## config.mk

```make
export PLATFORM = sky130hd
export DESIGN_NAME = token_decoder
export DESIGN_NICKNAME = d
export VERILOG_FILES = /design/src/rtl/decoder_pkg.sv /design/src/rtl/token_stack.sv /design/src/rtl/token_decoder.sv
export SDC_FILE = /design/constraint.sdc
export NUM_CORES = 1
export LEC_CHECK = 0
export CAP_MARGIN = 10
export CORE_UTILIZATION = 60
export DETAILED_ROUTE_END_ITERATION = 16
export GPL_TIMING_DRIVEN = 0
export PLACE_DENSITY = 0.85
export SLEW_MARGIN = 20
export SYNTH_ARGS = -nofsm -noshare
export SYNTH_HDL_FRONTEND = slang
export SYNTH_HIERARCHICAL = 1
export SYNTH_SLANG_ARGS = --single-unit
```

## constraint.sdc

```tcl
create_clock -name clk -period 11.2 [get_ports clk]
set_input_delay 3.36 -clock clk [delete_from_list [all_inputs] [get_ports clk]]
set_output_delay 3.36 -clock clk [all_outputs]
set_load 0.01 [all_outputs]
```

## src/rtl/decoder_pkg.sv

```systemverilog
// Shared types and token helpers for the token decoder.
// A token is either a literal byte or a reference to a vocab merge pair.
package decoder_pkg;

  localparam int TOKEN_W           = 8;
  localparam int LITERAL_LIMIT_DEF = 248;

  typedef logic [TOKEN_W-1:0] token_t;

  typedef enum logic [2:0] {
    S_IDLE   = 3'd0,
    S_RD_TOK = 3'd1,
    S_LD_TOK = 3'd2,
    S_EXPAND = 3'd3,
    S_GET_R  = 3'd4,
    S_GET_L  = 3'd5,
    S_DONE   = 3'd6,
    S_ERR    = 3'd7
  } state_t;

  function automatic logic is_literal(input token_t tok, input token_t limit);
    return tok < limit;
  endfunction

  function automatic token_t merge_index(input token_t tok, input token_t limit);
    return tok - limit;
  endfunction

endpackage

```

## src/rtl/token_stack.sv

```systemverilog
// LIFO holding tokens still waiting to be expanded.
// top is combinational from the current level; pushes when full are dropped.
module token_stack #(
  parameter int DEPTH = 8,
  parameter int WIDTH = 8,
  parameter int LVL_W = $clog2(DEPTH + 1)
) (
  input  logic             clk,
  input  logic             rst,
  input  logic             clr,
  input  logic             push,
  input  logic             pop,
  input  logic [WIDTH-1:0] din,
  output logic [WIDTH-1:0] top,
  output logic             empty,
  output logic             full,
  output logic [LVL_W-1:0] level
);

  localparam int IDX_W = (DEPTH > 1) ? $clog2(DEPTH) : 1;

  logic [WIDTH-1:0] mem_q [DEPTH];
  logic [LVL_W-1:0] level_q, level_d;
  logic [IDX_W-1:0] wr_idx, top_idx;

  assign empty   = (level_q == '0);
  assign full    = (level_q == LVL_W'(DEPTH));
  assign level   = level_q;
  assign wr_idx  = IDX_W'(level_q);
  assign top_idx = IDX_W'(level_q - 1'b1);
  assign top     = empty ? '0 : mem_q[top_idx];

  always_comb begin
    level_d = level_q;
    if (clr)                level_d = '0;
    else if (push && !full) level_d = level_q + 1'b1;
    else if (pop && !empty) level_d = level_q - 1'b1;
  end

  always_ff @(posedge clk) begin
    if (rst) level_q <= '0;
    else     level_q <= level_d;
  end

  always_ff @(posedge clk) begin
    if (!clr && push && !full) mem_q[wr_idx] <= din;
  end

endmodule

```

## src/rtl/token_decoder.sv

```systemverilog
// Expands token IDs into bytes by walking merge pairs in the vocab SRAM
// depth-first (left before right), writing bytes to the output SRAM.
module token_decoder
  import decoder_pkg::*;
#(
  parameter int ADDR_WIDTH    = 4,
  parameter int DATA_WIDTH    = 8,
  parameter int LITERAL_LIMIT = LITERAL_LIMIT_DEF,
  parameter int STACK_DEPTH   = 8
) (
  input  logic                  clk,
  input  logic                  rst,
  input  logic                  cs,
  input  logic [ADDR_WIDTH:0]   token_len,
  output logic [ADDR_WIDTH-1:0] tok_addr,
  input  logic [DATA_WIDTH-1:0] tok_dout,
  output logic [ADDR_WIDTH-1:0] voc_addr,
  input  logic [DATA_WIDTH-1:0] voc_dout,
  output logic                  out_we,
  output logic [ADDR_WIDTH-1:0] out_addr,
  output logic [DATA_WIDTH-1:0] out_din,
  output logic [ADDR_WIDTH:0]   out_len,
  output logic                  busy,
  output logic                  done,
  output logic                  err
);

  localparam int DEPTH = 2 ** ADDR_WIDTH;
  localparam int LVL_W = $clog2(STACK_DEPTH + 1);

  state_t                state_q, state_d;
  logic [ADDR_WIDTH:0]   tok_idx_q, tok_idx_d;
  logic [ADDR_WIDTH:0]   token_len_q, token_len_d;
  logic [ADDR_WIDTH:0]   out_len_q, out_len_d;
  logic [ADDR_WIDTH-2:0] m_q, m_d;

  logic                  stk_clr, stk_push, stk_pop, stk_empty, stk_full;
  logic [DATA_WIDTH-1:0] stk_din, stk_top;
  logic [LVL_W-1:0]      stk_level;
  token_t                merge_m;
  logic [DATA_WIDTH:0]   right_idx;
  logic                  we_c;

  token_stack #(.DEPTH(STACK_DEPTH), .WIDTH(DATA_WIDTH)) u_stack (
    .clk   (clk),
    .rst   (rst),
    .clr   (stk_clr),
    .push  (stk_push),
    .pop   (stk_pop),
    .din   (stk_din),
    .top   (stk_top),
    .empty (stk_empty),
    .full  (stk_full),
    .level (stk_level)
  );

  assign merge_m   = merge_index(token_t'(stk_top), token_t'(LITERAL_LIMIT));
  assign right_idx = {merge_m, 1'b1};

  always_comb begin
    state_d     = state_q;
    tok_idx_d   = tok_idx_q;
    token_len_d = token_len_q;
    out_len_d   = out_len_q;
    m_d         = m_q;
    stk_clr     = 1'b0;
    stk_push    = 1'b0;
    stk_pop     = 1'b0;
    stk_din     = tok_dout;
    tok_addr    = '0;
    voc_addr    = '0;
    we_c        = 1'b0;
    out_addr    = '0;
    out_din     = '0;
    case (state_q)
      S_IDLE, S_DONE, S_ERR: begin
        if (cs) begin
          out_len_d   = '0;
          tok_idx_d   = '0;
          token_len_d = token_len;
          stk_clr     = 1'b1;
          state_d     = (token_len == '0) ? S_DONE : S_RD_TOK;
        end
      end
      S_RD_TOK: begin
        tok_addr = tok_idx_q[ADDR_WIDTH-1:0];
        state_d  = S_LD_TOK;
      end
      S_LD_TOK: begin
        if (stk_full) begin
          state_d = S_ERR;
        end else begin
          stk_push  = 1'b1;
          tok_idx_d = tok_idx_q + 1'b1;
          state_d   = S_EXPAND;
        end
      end
      S_EXPAND: begin
        stk_pop = 1'b1;
        if (stk_empty) begin
          state_d = S_ERR;
        end else if (is_literal(token_t'(stk_top), token_t'(LITERAL_LIMIT))) begin
          if (out_len_q == (ADDR_WIDTH+1)'(DEPTH)) begin
            state_d = S_ERR;
          end else begin
            we_c      = 1'b1;
            out_addr  = out_len_q[ADDR_WIDTH-1:0];
            out_din   = stk_top;
            out_len_d = out_len_q + 1'b1;
            // level is still the pre-pop count here
            if (stk_level != LVL_W'(1))       state_d = S_EXPAND;
            else if (tok_idx_q < token_len_q) state_d = S_RD_TOK;
            else                              state_d = S_DONE;
          end
        end else if (right_idx > (DATA_WIDTH+1)'(DEPTH - 1)) begin
          state_d = S_ERR;
        end else begin
          voc_addr = right_idx[ADDR_WIDTH-1:0];
          m_d      = merge_m[ADDR_WIDTH-2:0];
          state_d  = S_GET_R;
        end
      end
      S_GET_R: begin
        if (stk_full) begin
          state_d = S_ERR;
        end else begin
          stk_push = 1'b1;
          stk_din  = voc_dout;
          voc_addr = {m_q, 1'b0};
          state_d  = S_GET_L;
        end
      end
      S_GET_L: begin
        if (stk_full) begin
          state_d = S_ERR;
        end else begin
          stk_push = 1'b1;
          stk_din  = voc_dout;
          state_d  = S_EXPAND;
        end
      end
      default: state_d = S_IDLE;
    endcase
  end

  always_ff @(posedge clk) begin
    if (rst) begin
      state_q     <= S_IDLE;
      tok_idx_q   <= '0;
      token_len_q <= '0;
      out_len_q   <= '0;
      m_q         <= '0;
    end else begin
      state_q     <= state_d;
      tok_idx_q   <= tok_idx_d;
      token_len_q <= token_len_d;
      out_len_q   <= out_len_d;
      m_q         <= m_d;
    end
  end

  // A reset landing on an EXPAND cycle must not let that byte reach the SRAM.
  assign out_we  = we_c & ~rst;
  assign out_len = out_len_q;
  assign busy    = (state_q != S_IDLE) && (state_q != S_DONE) && (state_q != S_ERR);
  assign done    = (state_q == S_DONE) || (state_q == S_ERR);
  assign err     = (state_q == S_ERR);

endmodule

```

* Yosys cells after proc, flatten, opt, wreduce, memory -nomap -nowiden
Memory sizes are Yosys's and may differ from the RTL's.
Index checks and enable logic that the tools add are counted.
** Word-level totals
- Register bits after elaboration :: 25
- Memories kept :: 1
- RAM bits :: 64
- Output and inout bits :: 29
- Input bits :: 24
- Logic and storage cells :: 111
** Memory list
- u_stack.mem_q :: depth 8, width 8, rd ports 1, clocked after Yosys merged registers in 0, write ports 1, line token_stack.sv:22 : logic [WIDTH-1:0] mem_q [DEPTH];
** Cells by class
- Reductions and logical operators :: 26
- Equality and inequality tests :: 17
- Magnitude comparators :: 3
- Bitwise logic cells :: 5
- $add $sub $neg :: 5
- Mux-type cells :: 48
** Operators by type and width (count)
- 8-bit two-way mux :: 7
- 4-bit two-way mux :: 11
- 5-bit two-way mux :: 5
- 3-bit two-way mux :: 8
- 5-bit case mux with 2 select lines :: 2
- 3-bit case mux with 5 select lines :: 1
- 3-bit == test (second input constant) :: 4
- 1-bit two-way mux :: 11
- 5-bit by 1-bit adder with 5-bit output (second input constant) :: 2
- 2-bit inequality test (second input constant) :: 5
- 9-bit by 4-bit greater-than comparator with 1-bit output (second input constant) :: 1
- 8-bit < comparator (second input constant) :: 1
- 4-bit case mux with 2 select lines :: 1
- 8-bit subtractor (second input constant) :: 1
- 3-bit by 2-bit == test with 1-bit output (second input constant) :: 2
- 1-bit logical AND :: 6
- 3-bit inequality test (second input constant) :: 2
- 2-bit nonzero test :: 3
- 2-bit OR reduction :: 3
- 3-bit OR reduction :: 2
- 5-bit == test (second input constant) :: 1
- 5-bit logical NOT :: 1
- 5-bit < comparator :: 1
- 5-bit AND reduction :: 1
- other kinds (16) :: 22

* Logic depth before layout (Yosys ltp)
Gate-level depths: netlist of run 1.
An unclocked memory read counts as a cell.
- Depth after elaboration :: 9
- Mapped depth :: 13
- Mapped depth without buffers :: 12

* By module
The synthesis of run 1 kept the hierarchy.
** By module, submodules not included
- token_stack :: cells an instance 146, sequential area each 2001.9 um^2, times used 1, area each 2781.4 um^2
- token_decoder :: cells an instance 183, sequential area each 420.4 um^2, times used 1, area each 1511.4 um^2

* Worst setup path before layout of run 1
Ideal clock, no wire load.
- Path type :: input to output
- Start point :: input rst
- End point :: output out_we
- Required time :: 7.840 ns
- Path slack :: 3.932 ns
- Arrival :: 3.908 ns
- Path buffers :: 1
- Stages :: 3
- Path through :: clkbuf_1 > inv_1 > and3_1
** Between the ends
- Word-level cells in the longest chain between the ends :: 2
** Ends and longest elaborated chain
- start: declaration :: line token_decoder.sv:12 : input logic rst,
- 1-bit inverter :: line token_decoder.sv:163 : assign out_we = we_c & ~rst;
- 1-bit AND :: line token_decoder.sv:163
- end: declaration :: line token_decoder.sv:19 : output logic out_we,
No other way between the ends.

* Final worst setup path of run 1
Ends and elaborated chain as after synthesis.

==> results.tsv, run 1 <==
stage	metric	value	unit
power	Pwr per Cell Area	211.7	nW/um2
sta	min Tclk post-route	8504	ps
worst_hold_path	hold_sp	token_len_q[4]	
finish	fillers	451	
sta	RSZ-0062 raised after global routing	no	
finish	non-filler cells, final	493	
setup_path	worst r2r dst	m_q[0]	
synthesis	Netlist cell types	54	
setup_path	reg-to-reg critical path startpoint	u_stack/level[1]	
routing	final wirelength	8872	um
sta	f_max	117.6	MHz
finish	Nets	426	
floorplan	Rows	30	
sta	crit share post-route	0.7593	
clocking	number of CTS-inserted buffers	9	
global_route	pin count of the biggest net entering global routing	17	
setup_path	Required @ worst endpoint	7840	ps
setup_path	crit path kind	input pin to output port	
placement	placer congestion estimate	0.8213	
power	Leakage Power	1.774	nW
setup_path	Critical Path AT	5140	ps
sta	Setup violations, final	0	
routing	ANT nets after route	0	
synthesis	#FFs+latches synth	89	
power	Switching Power	388.2	uW
outcome	outcome	finished, final reports clean	
finish	n_diodes	0	
floorplan	Core Region	6869	um2
sta	hold slack	500.1	ps
synthesis	syn avg cell area	13.05	um2
sta	count of pins over their slew limit	0	
placement	placed cell count	477	
sta	Final Hold Viols	0	
sta	Slew @ Worst Pin	990.2	ps
routing	Iteration-0 DRC Markers	225	
power	Seq pwr share	0.391	
worst_hold_path	Hold Crit Depth	2	
floorplan	die area	7497	um2
setup_path	setup slack, reg-to-reg	7430	ps
floorplan	Starting Density	0.6250	
synthesis	post-synthesis cell count	329	
synthesis	compound-gate portion of the synthesized area	0.08860	
synthesis	Post-Synth XOR/XNOR Area	0.02040	
clocking	clock sinks	89	
routing	post-route DRC violation count	0	
synthesis	top cells by area, synth	edfxtp_1 (45%), dfxtp_1 (12%), mux4_2 (8.4%)	
synthesis	Yosys warnings	6	
synthesis	adder-cell area share of the yosys netlist	0.02915	
synthesis	EDFF count, synth	64	
setup_path	CP max FO	10	
run	max-cap viol count	0	
synthesis	Synth Flop Type	edfxtp_1	
floorplan	I/O pin count	53	
synthesis	ys async rst share	0	
clocking	clock latency on the worst-skew pair	350	ps
clocking	post-CTS setup buffers	0	
sta	clock skew	10.35	ps
finish	layout cells sized above 1	0.1511	
synthesis	count leader, synth	edfxtp_1	
synthesis	cell accounting for the most synthesized area	edfxtp_1	
synthesis	synth cell count leaders	edfxtp_1 (64), nor2_1 (31), dfxtp_1 (25), mux4_2 (16), inv_1 (15)	
worst_hold_path	Worst Hold End	token_len_q[4]	
synthesis	mux share of post-synthesis cell area	0.1282	
clocking	H-tree depth	3	
setup_path	Critical Path End Type	output port	
synthesis	Synthesized Nets	363	
global_route	GRT Util Overall	0.2622	
synthesis	simple-gate share of the synthesized area	0.1373	
synthesis	Yosys top cell area share	0.4477	
setup_path	CP Launch Type	input pin	
finish	storage element area	2422	um2
global_route	initial antenna violation count	0	
clocking	Hold-fix buffers, CTS	0	
routing	wire length per cell	18.00	um
routing	vias per cell	5.953	
floorplan	Die Y-Extent	86.59	um
power	Max IR drop VDD	0.0001142	V
power	clock share of power	0.208	
sta	Slew headroom	0.3351	
power	Pint	698.5	uW
clocking	Resized Gates After CTS	0	
setup_path	Reg2Reg Depth	11	
global_route	grt ovf	0	
routing	DR vias	2935	
global_route	first-pass GRT wire length	14410	um
power	switching share of total power	0.3572	
finish	area of the multi-input gates	1733	um2
global_route	vias in the first global route	2914	
clocking	CTS tree	built	
placement	Post-DP HPWL	6234	um
synthesis	largest family of logic cells by synthesized area	simple AND/OR/NAND/NOR gates	
routing	Detailed Routing Iterations Pass 1	5	
clocking	Root Buffer	clkbuf_8	
sta	TNS Setup	0	ps
synthesis	Post-Syn Area	4293	um2
worst_hold_path	Hold Crit Class	register to register	
power	Comb pwr share	0.401	
clocking	maximum clock insertion buffer count	2	
floorplan	DIE WIDTH	86.59	um
finish	P&R area growth vs syn	19.59	%
synthesis	sequential cell area fraction in the yosys report	0.5643	
clocking	Clock Pin Slew Worst Setup and Hold Paths	90	ps
placement	Port Buffer Count	52	
## cells by family (layout without fill, tap and decap cells)
logic type | after synthesis | after routing
flops | 89 | 89
simple gates | 106 | 106
buf+inv | 30 | 98
fa+ha+maj | 10 | 10
mux | 34 | 34
xor+xnor | 10 | 10
compound gates | 50 | 50
## worst max-delay path: stages
cell and delay [ps]:
clkdlybuf4s50_1 530, clkbuf_1 440, inv_1 170, and3_1 180, clkdlybuf4s50_1 470
## layout make-up
type	instances	area share
Tap cell	96	0.02340
Sequential cell	89	0.4718
Timing Repair Buffer	52	0.1014
Inverter	17	0.01292
Clock inverter	6	0.01414
Buffer	13	0.01389
Multi-Input combinational cell	210	0.3376
Clock buffer	10	0.02486
## power by group through the flow
stage / Combinational [mW] / Sequential, mW / Clock, mW
2_1_floorplan: 0.322 / 0.425 / 0
4_1_cts: 0.436 / 0.425 / 0.228
3_3_place_gp: 0.423 / 0.429 / 0
5_1_grt: 0.471 / 0.429 / 0.242
6_report: 0.436 / 0.425 / 0.226
3_5_place_dp: 0.433 / 0.432 / 0
## worst max-delay path by stage
stage | start | to | slack (ps) | cells after the start
2_1_floorplan | rst | out_we | 3930 | 3
3_3_place_gp | rst | out_we | 2700 | 5
3_5_place_dp | rst | out_we | 2710 | 5
4_1_cts | rst | out_we | 2700 | 5
5_1_grt | rst | out_we | 2580 | 5
6_report | rst | out_we | 2700 | 5
## registers in the layout, indices dropped and copies added (netlist names)
name,cells
u_stack/mem_q,64
out_len,5
tok_idx_q,5
token_len_q,5
u_stack/level,4
m_q,3
state_q,3
## metrics by stage
step	instance area (um2)	util	total power, mW	setup slack (ps)
floorplan	4293	-	0.7478	3932
global placement	4933	0.7182	0.8518	2698
detailed placement	4933	0.7182	0.8652	2709
CTS	5134	0.7474	1.088	2705
global route	5134	0.7474	1.141	2577
finish	5134	0.7474	1.087	2696
## per-layer routing
layer | GRT usage | up-vias | routed length (um)
li1 | - | 1368 | -
met1 | 0.3318 | 1423 | 3651
met2 | 0.4553 | 134 | 4597
met3 | 0.05524 | 10 | 557
met4 | 0.08182 | 0 | 65
met5 | 0 | - | 0
## layout by cell type (no fill, tap or decap), types with 4 or more instances in the layout
cell / synthesis / layout
clkdlybuf4s50_1: 0 / 52
a22o_1: 11 / 11
clkbuf_1: 7 / 8
nor2_1: 31 / 31
and3_1: 12 / 12
inv_1: 15 / 15
nor3_1: 4 / 4
nand2b_1: 5 / 5
o21ai_0: 5 / 5
nand2_1: 11 / 11
and2_1: 8 / 8
dfxtp_1: 25 / 25
a21oi_1: 7 / 7
mux2i_1: 10 / 10
ha_1: 10 / 10
clkbuf_8: 0 / 9
mux2_2: 8 / 8
edfxtp_1: 64 / 64
nand3_1: 10 / 10
mux4_2: 16 / 16
xnor2_1: 7 / 7
Power figures use the tool's default switching activity.
==> run 2: changes to the inputs <==
--- a/config.mk
+++ b/config.mk
@@ -6,10 +6,10 @@
 export NUM_CORES = 1
 export LEC_CHECK = 0
 export CAP_MARGIN = 10
-export CORE_UTILIZATION = 60
+export CORE_UTILIZATION = 56
 export DETAILED_ROUTE_END_ITERATION = 16
 export GPL_TIMING_DRIVEN = 0
-export PLACE_DENSITY = 0.85
+export PLACE_DENSITY = 0.8
 export SLEW_MARGIN = 20
 export SYNTH_ARGS = -nofsm -noshare
 export SYNTH_HDL_FRONTEND = slang
==> constraint.sdc (replaced) <==
create_clock -name clk -period 8.5 [get_ports clk]
set_input_delay 2.55 -clock clk [delete_from_list [all_inputs] [get_ports clk]]
set_output_delay 2.55 -clock clk [all_outputs]
set_load 0.01 [all_outputs]
==> results.tsv, run 2 (same netlist as run 1, synthesis figures left out) <==
stage	metric	value	unit	change
power	Pwr per Cell Area	272.9	nW/um2	+29%
power	Final Power	1.396	mW	+28%
routing	DR vias	2905		-1.0%
setup_path	setup slack, reg-to-reg	4860	ps	-2570 ps
worst_hold_path	hold_sp	m_q[1]		
floorplan	Rows	31		+3.3%
finish	most frequent cells in the layout	edfxtp_1 (64), clkdlybuf4s50_1 (52), nor2_1 (31)		
floorplan	Core Region	7331	um2	+6.7%
placement	Setup Slack @ Placement	1622	ps	-1087 ps
setup_path	CP max stage cell	clkdlybuf4s50_1		
clocking	clock sinks	89		unchanged
sta	TNS Setup	0	ps	unchanged
clocking	number of CTS-inserted buffers	9		unchanged
setup_path	reg-to-reg critical path startpoint	u_stack/level[0]		
clocking	CTS tree	built		
worst_hold_path	Worst Hold End	m_q[1]		
finish	n_diodes	0		unchanged
placement	placer congestion estimate	0.7841		-4.5%
global_route	pin count of the biggest net entering global routing	17		unchanged
floorplan	die area	8020	um2	+7.0%
finish	number of flip-flops in the largest register	64		unchanged
floorplan	I/O pin count	53		unchanged
global_route	grt ovf	0		unchanged
setup_path	Critical Path End Type	output port		
finish	Core Util, Final	0.6977		-0.04963
setup_path	Reg2Reg Depth	12		+1
finish	non-filler cells, final	496		+0.61%
setup_path	CP most frequent cell	clkdlybuf4s50_1		
power	Max IR drop VDD	0.0001623	V	+42%
clocking	post-CTS setup buffers	0		unchanged
sta	clock skew	15.21	ps	+4.854 ps
clocking	Root Buffer	clkbuf_8		
sta	final setup margin	1603	ps	-1093 ps
setup_path	crit path cell chain	clkdlybuf4s50_1, clkbuf_1, inv_1, and3_1, clkdlybuf4s50_1		
finish	Nets	426		unchanged
power	Comb pwr share	0.412		+0.011
sta	f_max	145.0	MHz	
routing	Detailed Routing Iterations Pass 1	5		unchanged
finish	commonest non-fill, non-tap cell in the layout	edfxtp_1		
setup_path	Critical Path AT	4350	ps	-790 ps
sta	min Tclk post-route	6897	ps	
placement	Post-DP HPWL	6452	um	+3.5%
global_route	first-pass GRT wire length	13680	um	-5.1%
clocking	maximum clock insertion buffer count	2		unchanged
finish	layout cells sized above 1	0.1486		-0.002519
clocking	Hold-fix buffers, CTS	0		unchanged
clocking	H-tree depth	3		unchanged
power	clock share of power	0.187		-0.021
worst_hold_path	Hold Crit Class	register to register		
setup_path	Worst path max stage delay	520	ps	about the same
outcome	outcome	finished, final reports clean		
power	Seq pwr share	0.401		+0.010
global_route	GRT Util Overall	0.2403		-0.02188
sta	Final Hold Viols	0		unchanged
power	Pint	889.9	uW	+27%
setup_path	crit path kind	input pin to output port		
setup_path	CP Launch Type	input pin		
setup_path	Required @ worst endpoint	5950	ps	-1890 ps
routing	post-route DRC violation count	0		unchanged
global_route	initial antenna violation count	0		unchanged
clocking	Clock Pin Slew Worst Setup and Hold Paths	80	ps	about the same
floorplan	DIE WIDTH	89.56	um	+3.4%
finish	register with the most flip-flops	u_stack/mem_q		
clocking	clock latency on the worst-skew pair	360	ps	about the same
setup_path	CP max FO	10		unchanged
clocking	Resized Gates After CTS	0		unchanged
routing	vias per cell	5.857		-1.6%
global_route	vias in the first global route	2691		-7.7%
placement	placed cell count	480		+0.63%
sta	Slew @ Worst Pin	1023	ps	+32.59 ps
sta	Slew headroom	0.3156		-0.01950
routing	Iteration-0 DRC Markers	195		-13%
worst_hold_path	Hold Crit Depth	2		unchanged
finish	P&R area growth vs syn	19.15	%	
placement	Port Buffer Count	52		unchanged
sta	count of pins over their slew limit	0		unchanged
sta	RSZ-0062 raised after global routing	no		
power	switching share of total power	0.3624		+0.005188
sta	crit share post-route	0.8114		
run	max-cap viol count	0		unchanged
routing	ANT nets after route	0		unchanged
sta	Setup violations, final	0		unchanged
power	Switching Power	505.8	uW	+30%
power	Leakage Power	1.761	nW	-0.72%
setup_path	worst r2r dst	m_q[2]		
floorplan	Starting Density	0.5856		-0.03936
routing	final wirelength	8879	um	about the same
routing	wire length per cell	17.90	um	-0.53%
floorplan	Die Y-Extent	89.56	um	+3.4%
[run 2: cell count changes in the layout (fill, tap and decap cells not counted)]
cell / before / now
clkinv_2: 1 / 0
clkinv_4: 0 / 2
inv_6: 3 / 2
bufinv_16: 1 / 0
clkinv_1: 0 / 1
[run 2: power groups by stage]
stage,combinational [mW],clock [mW],sequential (mW)
5_1_grt,0.625,0.287,0.564
3_3_place_gp,0.560,0,0.566
4_1_cts,0.574,0.267,0.559
3_5_place_dp,0.571,0,0.569
6_report,0.575,0.261,0.559
2_1_floorplan,0.425,0,0.560
[run 2: how the worst max path moves through the flow]
stage	startpoint	end	slack (ps)	cells after the start
2_1_floorplan	rst	out_we	2850	3
3_3_place_gp	rst	out_we	1620	5
3_5_place_dp	rst	out_we	1620	5
4_1_cts	u_stack/level[0]	out_din[4]	1610	11
5_1_grt	u_stack/level[0]	out_din[4]	1360	11
6_report	rst	out_we	1600	5
[run 2: routing by layer]
metal | GRT usage | wire [um]
met5 | 0 | 0
met3 | 0.05171 | 649
met1 | 0.3195 | 3810
met4 | 0.08802 | 102
met2 | 0.3912 | 4318
[run 2: worst max-delay path, delay by kind of cell]
kind	cells	cell delay (ps)
buf+inv	4	1610
simple gates	1	190
[run 2: final cells by class]
type,count,area (um2)
fill,519,2216
multi-input combinational,210,1733
clock buffer,10,127.6
buffer,13,71.32
sequential,89,2422
inverter,17,66.31
timing repair buffer,52,520.5
clock inverter,6,50.05
tap,99,123.9
[run 2: through the flow]
step           cell area (um2)  hold WS, ps
4_1_cts                   5115        511.6
6_report                  5115        506.4
2_1_floorplan             4293        461.3
3_5_place_dp              4937        491.7
3_3_place_gp              4937        475.7
5_1_grt                   5115        544.2
